<file path="src/rtl/animator_interp.sv">
// Keyframe animator: per frame request, bumps the wrapping frame clock, derives one
// interpolation fraction with a restoring divider, then rewrites every channel.
module animator_interp #(
    parameter int c_ledboards = 30,
    parameter int c_bpc       = 12,
    parameter int c_max_time  = 1024,
    parameter int c_frac_w    = 10,
    parameter int c_rd_lat    = 1,
    parameter int c_channels  = c_ledboards * 32,
    parameter int c_addr_w    = $clog2(c_channels),
    parameter int c_time_w    = $clog2(c_max_time)
) (
    input  logic                i_clk,
    input  logic                i_rst_n,
    input  logic                i_drq,
    input  logic [1:0]          i_mode,
    input  logic [c_time_w-1:0] i_start_time,
    input  logic [c_time_w-1:0] i_target_time,
    input  logic [c_bpc-1:0]    i_current_data,
    input  logic [c_bpc-1:0]    i_target_data,
    output logic [c_addr_w-1:0] o_addr,
    output logic                o_wen,
    output logic [c_bpc-1:0]    o_data,
    output logic [c_time_w-1:0] o_time,
    output logic                o_busy,
    output logic                o_done,
    output logic                o_overrun
);

    localparam int c_div_cw = $clog2(c_frac_w + 1);
    localparam int c_prod_w = c_bpc + c_frac_w + 3;
    localparam int c_sq_w   = 2 * c_frac_w + 2;

    localparam logic [1:0] m_step = 2'd0;
    localparam logic [1:0] m_ease = 2'd2;
    localparam logic [1:0] m_hold = 2'd3;

    typedef enum logic [2:0] {s_idle, s_div, s_read, s_calc, s_write, s_end} state_t;

    state_t state, state_nxt;

    logic [1:0]          mode_r;
    logic [c_time_w-1:0] start_r, target_r;
    logic [c_time_w-1:0] rem;
    logic [c_frac_w-1:0] quot;
    logic [c_div_cw-1:0] div_cnt;
    logic [c_rd_lat:0]   vld_pipe;
    logic                launch;
    logic                accept;
    logic                last_ch;

    assign accept  = (state == s_idle) && i_drq;
    assign last_ch = (o_addr == c_addr_w'(c_channels - 1));

    // ---------------- FSM: state register ----------------
    always_ff @(posedge i_clk or negedge i_rst_n) begin
        if (!i_rst_n) state <= s_idle;
        else          state <= state_nxt;
    end

    // ---------------- FSM: next state ----------------
    always_comb begin
        state_nxt = state;
        case (state)
            s_idle:  if (i_drq) state_nxt = s_div;
            s_div:   if (div_cnt == c_div_cw'(c_frac_w - 1)) state_nxt = s_read;
            s_read:  if (vld_pipe[c_rd_lat-1]) state_nxt = s_calc;
            s_calc:  state_nxt = s_write;
            s_write: state_nxt = last_ch ? s_end : s_read;
            s_end:   state_nxt = s_idle;
            default: state_nxt = s_idle;
        endcase
    end

    // ---------------- FSM: outputs ----------------
    always_comb begin
        o_busy = (state != s_idle);
        o_done = (state == s_end);
        o_wen  = (state == s_write) && (mode_r != m_hold);
        launch = (state_nxt == s_read) && (state != s_read);
    end

    // ---------------- divider ----------------
    // Quotient is only needed when e < d, so the remainder starts at e and the
    // F quotient bits fall out in exactly F steps; saturation is decided separately.
    logic [c_time_w-1:0] e_w, d_w, rem_cur;
    logic [c_time_w:0]   r2, r_sub;
    logic                r_ge, sat;

    assign e_w     = o_time - start_r;
    assign d_w     = target_r - start_r;
    assign sat     = (d_w == '0) || (e_w >= d_w);
    assign rem_cur = (div_cnt == '0) ? e_w : rem;
    assign r2      = {rem_cur, 1'b0};
    assign r_ge    = (r2 >= {1'b0, d_w});
    assign r_sub   = r2 - {1'b0, d_w};

    always_ff @(posedge i_clk or negedge i_rst_n) begin
        if (!i_rst_n) begin
            o_time    <= '0;
            o_addr    <= '0;
            mode_r    <= '0;
            start_r   <= '0;
            target_r  <= '0;
            rem       <= '0;
            quot      <= '0;
            div_cnt   <= '0;
            vld_pipe  <= '0;
            o_overrun <= 1'b0;
        end else begin
            o_overrun <= i_drq && (state != s_idle);
            vld_pipe  <= {vld_pipe[c_rd_lat-1:0], launch};
            if (accept) begin
                o_time   <= o_time + c_time_w'(1);
                mode_r   <= i_mode;
                start_r  <= i_start_time;
                target_r <= i_target_time;
                o_addr   <= '0;
                div_cnt  <= '0;
                quot     <= '0;
            end
            if (state == s_div) begin
                div_cnt <= div_cnt + c_div_cw'(1);
                rem     <= r_ge ? r_sub[c_time_w-1:0] : r2[c_time_w-1:0];
                quot    <= {quot[c_frac_w-2:0], r_ge};
            end
            if (state == s_write && !last_ch)
                o_addr <= o_addr + c_addr_w'(1);
        end
    end

    // ---------------- channel interpolation ----------------
    logic [c_frac_w:0]            frac, f_ease, f_sel;
    logic [c_sq_w-1:0]            sq;
    logic signed [c_prod_w-1:0]   diff_x, f_x, prod;
    logic [c_bpc-1:0]             lerp, result;

    assign frac   = sat ? {1'b1, {c_frac_w{1'b0}}} : {1'b0, quot};
    assign sq     = c_sq_w'(frac) * c_sq_w'(frac);
    assign f_ease = sq[2*c_frac_w:c_frac_w];
    assign f_sel  = (mode_r == m_ease) ? f_ease : frac;

    assign diff_x = c_prod_w'($signed({1'b0, i_target_data}))
                  - c_prod_w'($signed({1'b0, i_current_data}));
    assign f_x    = c_prod_w'($signed({1'b0, f_sel}));
    assign prod   = diff_x * f_x;
    // Arithmetic shift by F then truncation: the true result is bounded by cur/tgt,
    // so modular c_bpc-bit addition is exact.
    assign lerp   = i_current_data + prod[c_frac_w +: c_bpc];

    always_comb begin
        case (mode_r)
            m_step:  result = frac[c_frac_w] ? i_target_data : i_current_data;
            m_hold:  result = i_current_data;
            default: result = lerp;
        endcase
    end

    always_ff @(posedge i_clk or negedge i_rst_n) begin
        if (!i_rst_n)                               o_data <= '0;
        else if (state == s_calc && vld_pipe[c_rd_lat]) o_data <= result;
    end

    logic unused_bits;
    assign unused_bits = ^{prod[c_frac_w-1:0], prod[c_prod_w-1:c_frac_w+c_bpc],
                           sq[c_sq_w-1], sq[c_frac_w-1:0], r_sub[c_time_w]};

endmodule

</file>
<file path="config.mk">
export PLATFORM = sky130hd
export DESIGN_NAME = animator_interp
export DESIGN_NICKNAME = d
export VERILOG_FILES = /design/src/rtl/animator_interp.sv
export SDC_FILE = /design/constraint.sdc
export NUM_CORES = 1
export LEC_CHECK = 0
export ABC_AREA = 1
export CORE_UTILIZATION = 40
export CTS_BUF_LIST = sky130_fd_sc_hd__clkbuf_4 sky130_fd_sc_hd__clkbuf_8 sky130_fd_sc_hd__clkbuf_16
export DETAILED_ROUTE_END_ITERATION = 6
export HOLD_SLACK_MARGIN = 0.03
export PLACE_DENSITY_LB_ADDON = 0.25
export SETUP_SLACK_MARGIN = 0.1
export SLEW_MARGIN = 15
export SYNTH_ARGS = -nofsm -noshare
export SYNTH_HDL_FRONTEND = slang
export SYNTH_SLANG_ARGS = --single-unit
export TNS_END_PERCENT = 5
</file>
<file path="constraint.sdc">
create_clock -name i_clk -period 15.56 [get_ports i_clk]
set_input_delay 3.89 -clock i_clk [delete_from_list [all_inputs] [get_ports i_clk]]
set_output_delay 3.89 -clock i_clk [all_outputs]
set_load 0.05 [all_outputs]
</file>
## Yosys cells after proc, flatten, opt, wreduce, memory -nomap -nowiden

Cells that the tools add are included.

| storage, ports and cells | value |
|---|---|
| output and inout port bits | 36 |
| flip-flop bits (word level) | 84 |
| bits of input ports | 49 |

| operators by class | value |
|---|---|
| equal/unequal tests | 12 |
| add/sub/neg operators | 8 |
| $mul | 2 |
| mux-type cells | 16 |
| reductions and logical operators | 15 |
| $lt $le $gt $ge | 2 |

Operators with widths:

| cell | number |
|---|---|
| two-way mux 10 bit | 5 |
| subtractor 10 bit | 3 |
| one-hot mux 12 bit (2 select lines) | 1 |
| multiplier 13 x 12 -> 22 bit | 1 |
| two-way mux 11 bit | 2 |
| multiplier 11 x 11 -> 21 bit | 1 |
| adder 10 x 1 -> 10 bit (second input constant) | 2 |
| one-hot mux 3 bit (5 select lines) | 1 |
| subtractor 12 x 12 -> 13 bit | 1 |
| adder 12 bit | 1 |
| two-way mux 12 bit | 1 |
| two-way mux 3 bit | 4 |
| >= comparator 11 x 10 -> 1 bit | 1 |
| equality test 10 bit (second input constant) | 1 |
| >= comparator 10 bit | 1 |
| logical NOT 10 bit | 1 |
| equality test 3 x 2 -> 1 bit (second input constant) | 3 |
| two-way mux 4 bit | 2 |
| equality test 3 bit (second input constant) | 2 |
| logical AND 1 bit | 6 |
| adder 4 x 1 -> 4 bit (second input constant) | 1 |
| equality test 2 bit (second input constant) | 2 |
| equality test 4 bit (second input constant) | 1 |
| logical NOT 4 bit | 1 |
| other kinds (9) | 10 |

## Longest topological paths before layout

| logic depth | value |
|---|---|
| depth after elaboration | 9 |
| depth in mapped cells | 93 |

## Least setup slack after synthesis

OpenSTA, ideal clock, no wires.

| timing path | value |
|---|---|
| path type | flip-flop to flip-flop |
| start point | register o_time[2] |
| end point | register o_data[11] |
| slack | 2.056 ns |
| cell stages (with the launch flop) | 77 |
| buffers on the path | 2 |
| arrival time | 13.386 ns |
| clock period less this slack | 13.504 ns |
| cells stage by stage | dfrtp_1 -> ha_1 -> nand2_1 -> nand2_1 -> nand3_1 -> nand2_1 -> a21oi_1 -> o21bai_1 -> xnor2_1 -> inv_1 -> ha_1 -> nand2_1 -> inv_1 -> a41oi_1 -> nand3_1 -> nand2_1 -> nor2_1 -> nor2_4 -> [41 not listed] -> ha_1 -> nand2_1 -> nor2_1 -> nand3_1 -> o2111ai_1 -> xor2_1 -> xor2_1 -> inv_1 -> nand4_1 -> nand2_1 -> nand2_1 -> nand2_1 -> nand2_1 -> nand2_1 -> nand2_1 -> nand3_1 -> nand2_1 -> nand2_1 |

| between the ends | value |
|---|---|
| word-level cells in the longest chain between the ends | 9 |

Ends and longest elaborated chain:

| element | RTL line | source |
|---|---|---|
| start: declaration | 24 | `output logic [c_time_w-1:0] o_time,` |
| start signal: assignment | 114 | `o_time <= o_time + c_time_w'(1);` |
| subtractor 10 bit * | 90 | `assign e_w = o_time - start_r;` |
| >= comparator 10 bit * | 92 | `assign sat = (d_w == '0) \|\| (e_w >= d_w);` |
| logical OR 1 bit * | 92 |  |
| two-way mux 11 bit * | 138 | `assign frac = sat ? {1'b1, {c_frac_w{1'b0}}} : {1'b0, quot};` |
| multiplier 11 x 11 -> 21 bit | 139 | `assign sq = c_sq_w'(frac) * c_sq_w'(frac);` |
| two-way mux 11 bit | 141 | `assign f_sel = (mode_r == m_ease) ? f_ease : frac;` |
| multiplier 13 x 12 -> 22 bit | 146 | `assign prod = diff_x * f_x;` |
| adder 12 bit | 149 | `assign lerp = i_current_data + prod[c_frac_w +: c_bpc];` |
| one-hot mux 12 bit (2 select lines) * | 152 | `case (mode_r)` |
| end signal: assignment | 161 | `else if (state == s_calc && vld_pipe[c_rd_lat]) o_data <= result;` |
| end: declaration | 23 | `output logic [c_bpc-1:0] o_data,` |

Mark *: on every way between the ends. The rest lies on a longest branch, timed or not.
A chain may end at the register's enable or synchronous reset.

## Worst setup path in the final report

Ends and elaborated chain as after synthesis.

==> reports/results.ini <==
[outcome]
status = finished clean

[worst_setup_path]
critPathMaxFanout = 9
critPathLaunchType = flop
worstReg2RegEnd = o_data[11]
rr_worst_depth = 84
critPathMostFrequentCell = nand2_1
critical_path_arrival_ps = 14670
max_stage_delay_ps = 550
r2r-start = o_time[2]
reg2reg_setup_slack_ps = 1130
criticalPathCategory = flop to flop
cp.required_ps = 15810
end_kind = flop
crit_path_top_delay_cell = fa_1

[logic_synthesis]
synth_area_leaders = fa_1 25%, dfrtp_1 14%, ha_1 14%
ys_seq_area_frac = 0.144
synth_fa_ha_area_frac = 0.392
ys_ff_latch = 84
synth_top_area_cell = fa_1
syn-mean-instance-area_um2 = 7.56
synthSimpleGateAreaFrac = 0.193
synth-compound-area-share = 0.0979
synth_top_family_by_area = adder cells
ys_warn_count = 0
synth-xor-area-share = 0.0449
syn_area_um2 = 14600
synth_top_area_frac = 0.255
synth_edf_count = 0
synthCells = 1935
async_flop_share = 1.00
synth_ff_type = dfrtp_1
synth_commonest_cells = 448 x inv_1, 411 x nand2_1, 186 x fa_1
synth_mux_area_frac = 0.00205
synth.most_common_cell = inv_1
ys_types = 52

[clock_network]
clk_pin_slew_ps = 70
cts.htree.levels = 3
clock-sinks = 84
ctsResizeCount = 0
numCtsBuffers = 9
hold_buffers = 0
clkLatencyLatePin_ps = 350
cts_tree = done
root_buffer = clkbuf_16
post-cts-setup-buffers = 0
cts_buffer_depth = 2

[grt]
antenna_found_initial = 0
grt.overflow.total = 0
grt_pass1_wl_mm = 62.7
grt_max_degree = 85
grt_util_all_layers = 0.206
grt_pass1_vias = 12700

[finish]
fin_nets = 2414
antenna_cells = 0
drive_gt1_frac = 0.0366
area_growth_pct = 11.9

[die]
coreArea_um2 = 35700
die_area_um2 = 37300
die_y_um = 193
die_w_um = 193
rows = 69
start_util = 0.409
io_pins = 85

[placement]
port_buffers = 84
gp_congestion = 0.894
dp_hpwl_mm = 31.0

[min_path]
holdPathEnd = vld_pipe[1]
min_path_type = flop to flop
hold_depth = 0
holdCritStartpoint = vld_pipe[0]

[drt]
routed.top_layer = met4
via_per_inst = 4.97
postRouteAntennaNets = 0
initialDrtViolationCount = 610
wl_met3_mm = 2.05
drc = 0
wl_per_cell_um = 14.7
wl_mm = 36.4
drt_first_pass_iters = 5
routed-via-count = 12300
wl_met2_mm = 16.8
wl_met1_mm = 16.7

[timing]
fmax_mhz = 69.3
skew_ps = 13.8
worst_pin_slew_ps = 981
finalSetupTns_ps = 0
max_slew_margin = 0.344
report.final.setup_viol = 0
final_hold_viol_count = 0
period_minus_slack_ps = 14430
maxSlewViolCount = 0
rsz0062_at_grt = false
finalCritPeriodShare = 0.927

[run]
max-cap-violations = 0

cell families (layout without fill, tap and decap cells):
logic type,Yosys count,after routing
other cells,2,14
fa+ha+maj,347,347
xor+xnor,75,75
compound gates,254,254
mux,3,3
flops,84,84
buf+inv,487,562
simple gates,683,683
layout by cell type (no fill, tap or decap), types with 3 or more instances in the layout:
cell	netlist	final
ha_1	161	161
dfrtp_1	84	84
nor2_2	2	9
a221oi_1	3	3
xnor2_1	34	33
o211ai_1	6	6
o21ai_1	4	3
clkbuf_16	0	9
buf_4	0	5
clkinv_1	4	3
inv_2	4	6
xor2_1	41	41
o21ai_2	5	5
o21ai_0	82	82
nand3_2	4	4
a21oi_1	99	98
mux2i_1	3	3
nand3_1	63	63
inv_1	448	446
or2_2	5	5
clkdlybuf4s50_1	0	83
o21a_1	3	3
nor2_4	2	4
o21bai_1	8	8
nor3_1	19	19
nand2_1	411	410
a31oi_1	4	4
nand4_1	10	10
nor2_1	150	141
conb_1	2	14
o22ai_1	22	22
buf_6	0	3
nand2_2	6	7
o31ai_1	4	4
fa_1	186	186
worst max path at each step:
| stage | cells after the start | from | end | slack, ps |
|---|---|---|---|---|
| 3_3_place_gp | 73 | o_time[0] | o_data[11] | 900 |
| 6_report | 84 | o_time[2] | o_data[11] | 1130 |
| 5_1_grt | 84 | o_time[0] | o_data[11] | 100 |
| 3_5_place_dp | 76 | o_time[2] | o_data[11] | 600 |
| 2_1_floorplan | 76 | o_time[2] | o_data[11] | 2060 |
| 4_1_cts | 76 | o_time[2] | o_data[11] | 550 |
area by class of cell:
type                       instances  area [um^2]
multi-input combinational       1376        10800
sequential                        84         2100
clock inverter                     4         33.8
timing repair buffer              91          902
clock buffer                      11          246
tap                              461          577
fill                            3599        19400
inverter                         456         1720
flip-flops by register name, indices dropped and copies added (netlist names), 4 cells and up:
name	count
o_data	12
rem	10
target_r	10
o_addr	10
quot	10
div_cnt	4
o_time	10
start_r	10
metal layers:
| metal | global-route usage | vias to the layer above |
|---|---|---|
| met5 | 0 | - |
| met4 | 0.0530 | 0 |
| met3 | 0.0387 | 51 |
| met2 | 0.343 | 296 |
| met1 | 0.274 | 5889 |
| li1 | - | 6099 |
through the flow:
step            util  setup slack [ps]  hold slack, ps  area, um^2  instances
2_1_floorplan      -              2060             354       14700       1947
3_3_place_gp   0.448               899             371       16000       2468
3_5_place_dp   0.448               595             369       16000       2468
4_1_cts        0.456               551             383       16300       2483
5_1_grt        0.458               101             389       16400       2483
6_report       0.458              1130             380       16400       2483
critical path: cells and delay by family, from the launching register on:
kind / cells / cell delay (ps)
compound gates: 7 / 1300
fa+ha+maj: 15 / 6310
xor+xnor: 4 / 880
simple gates: 43 / 4090
flops: 1 / 450
buf+inv: 15 / 1280
Power is left out: the tool's default activity adds up to more than one toggle a clock period on the data nets, which glitch-free logic cannot reach.
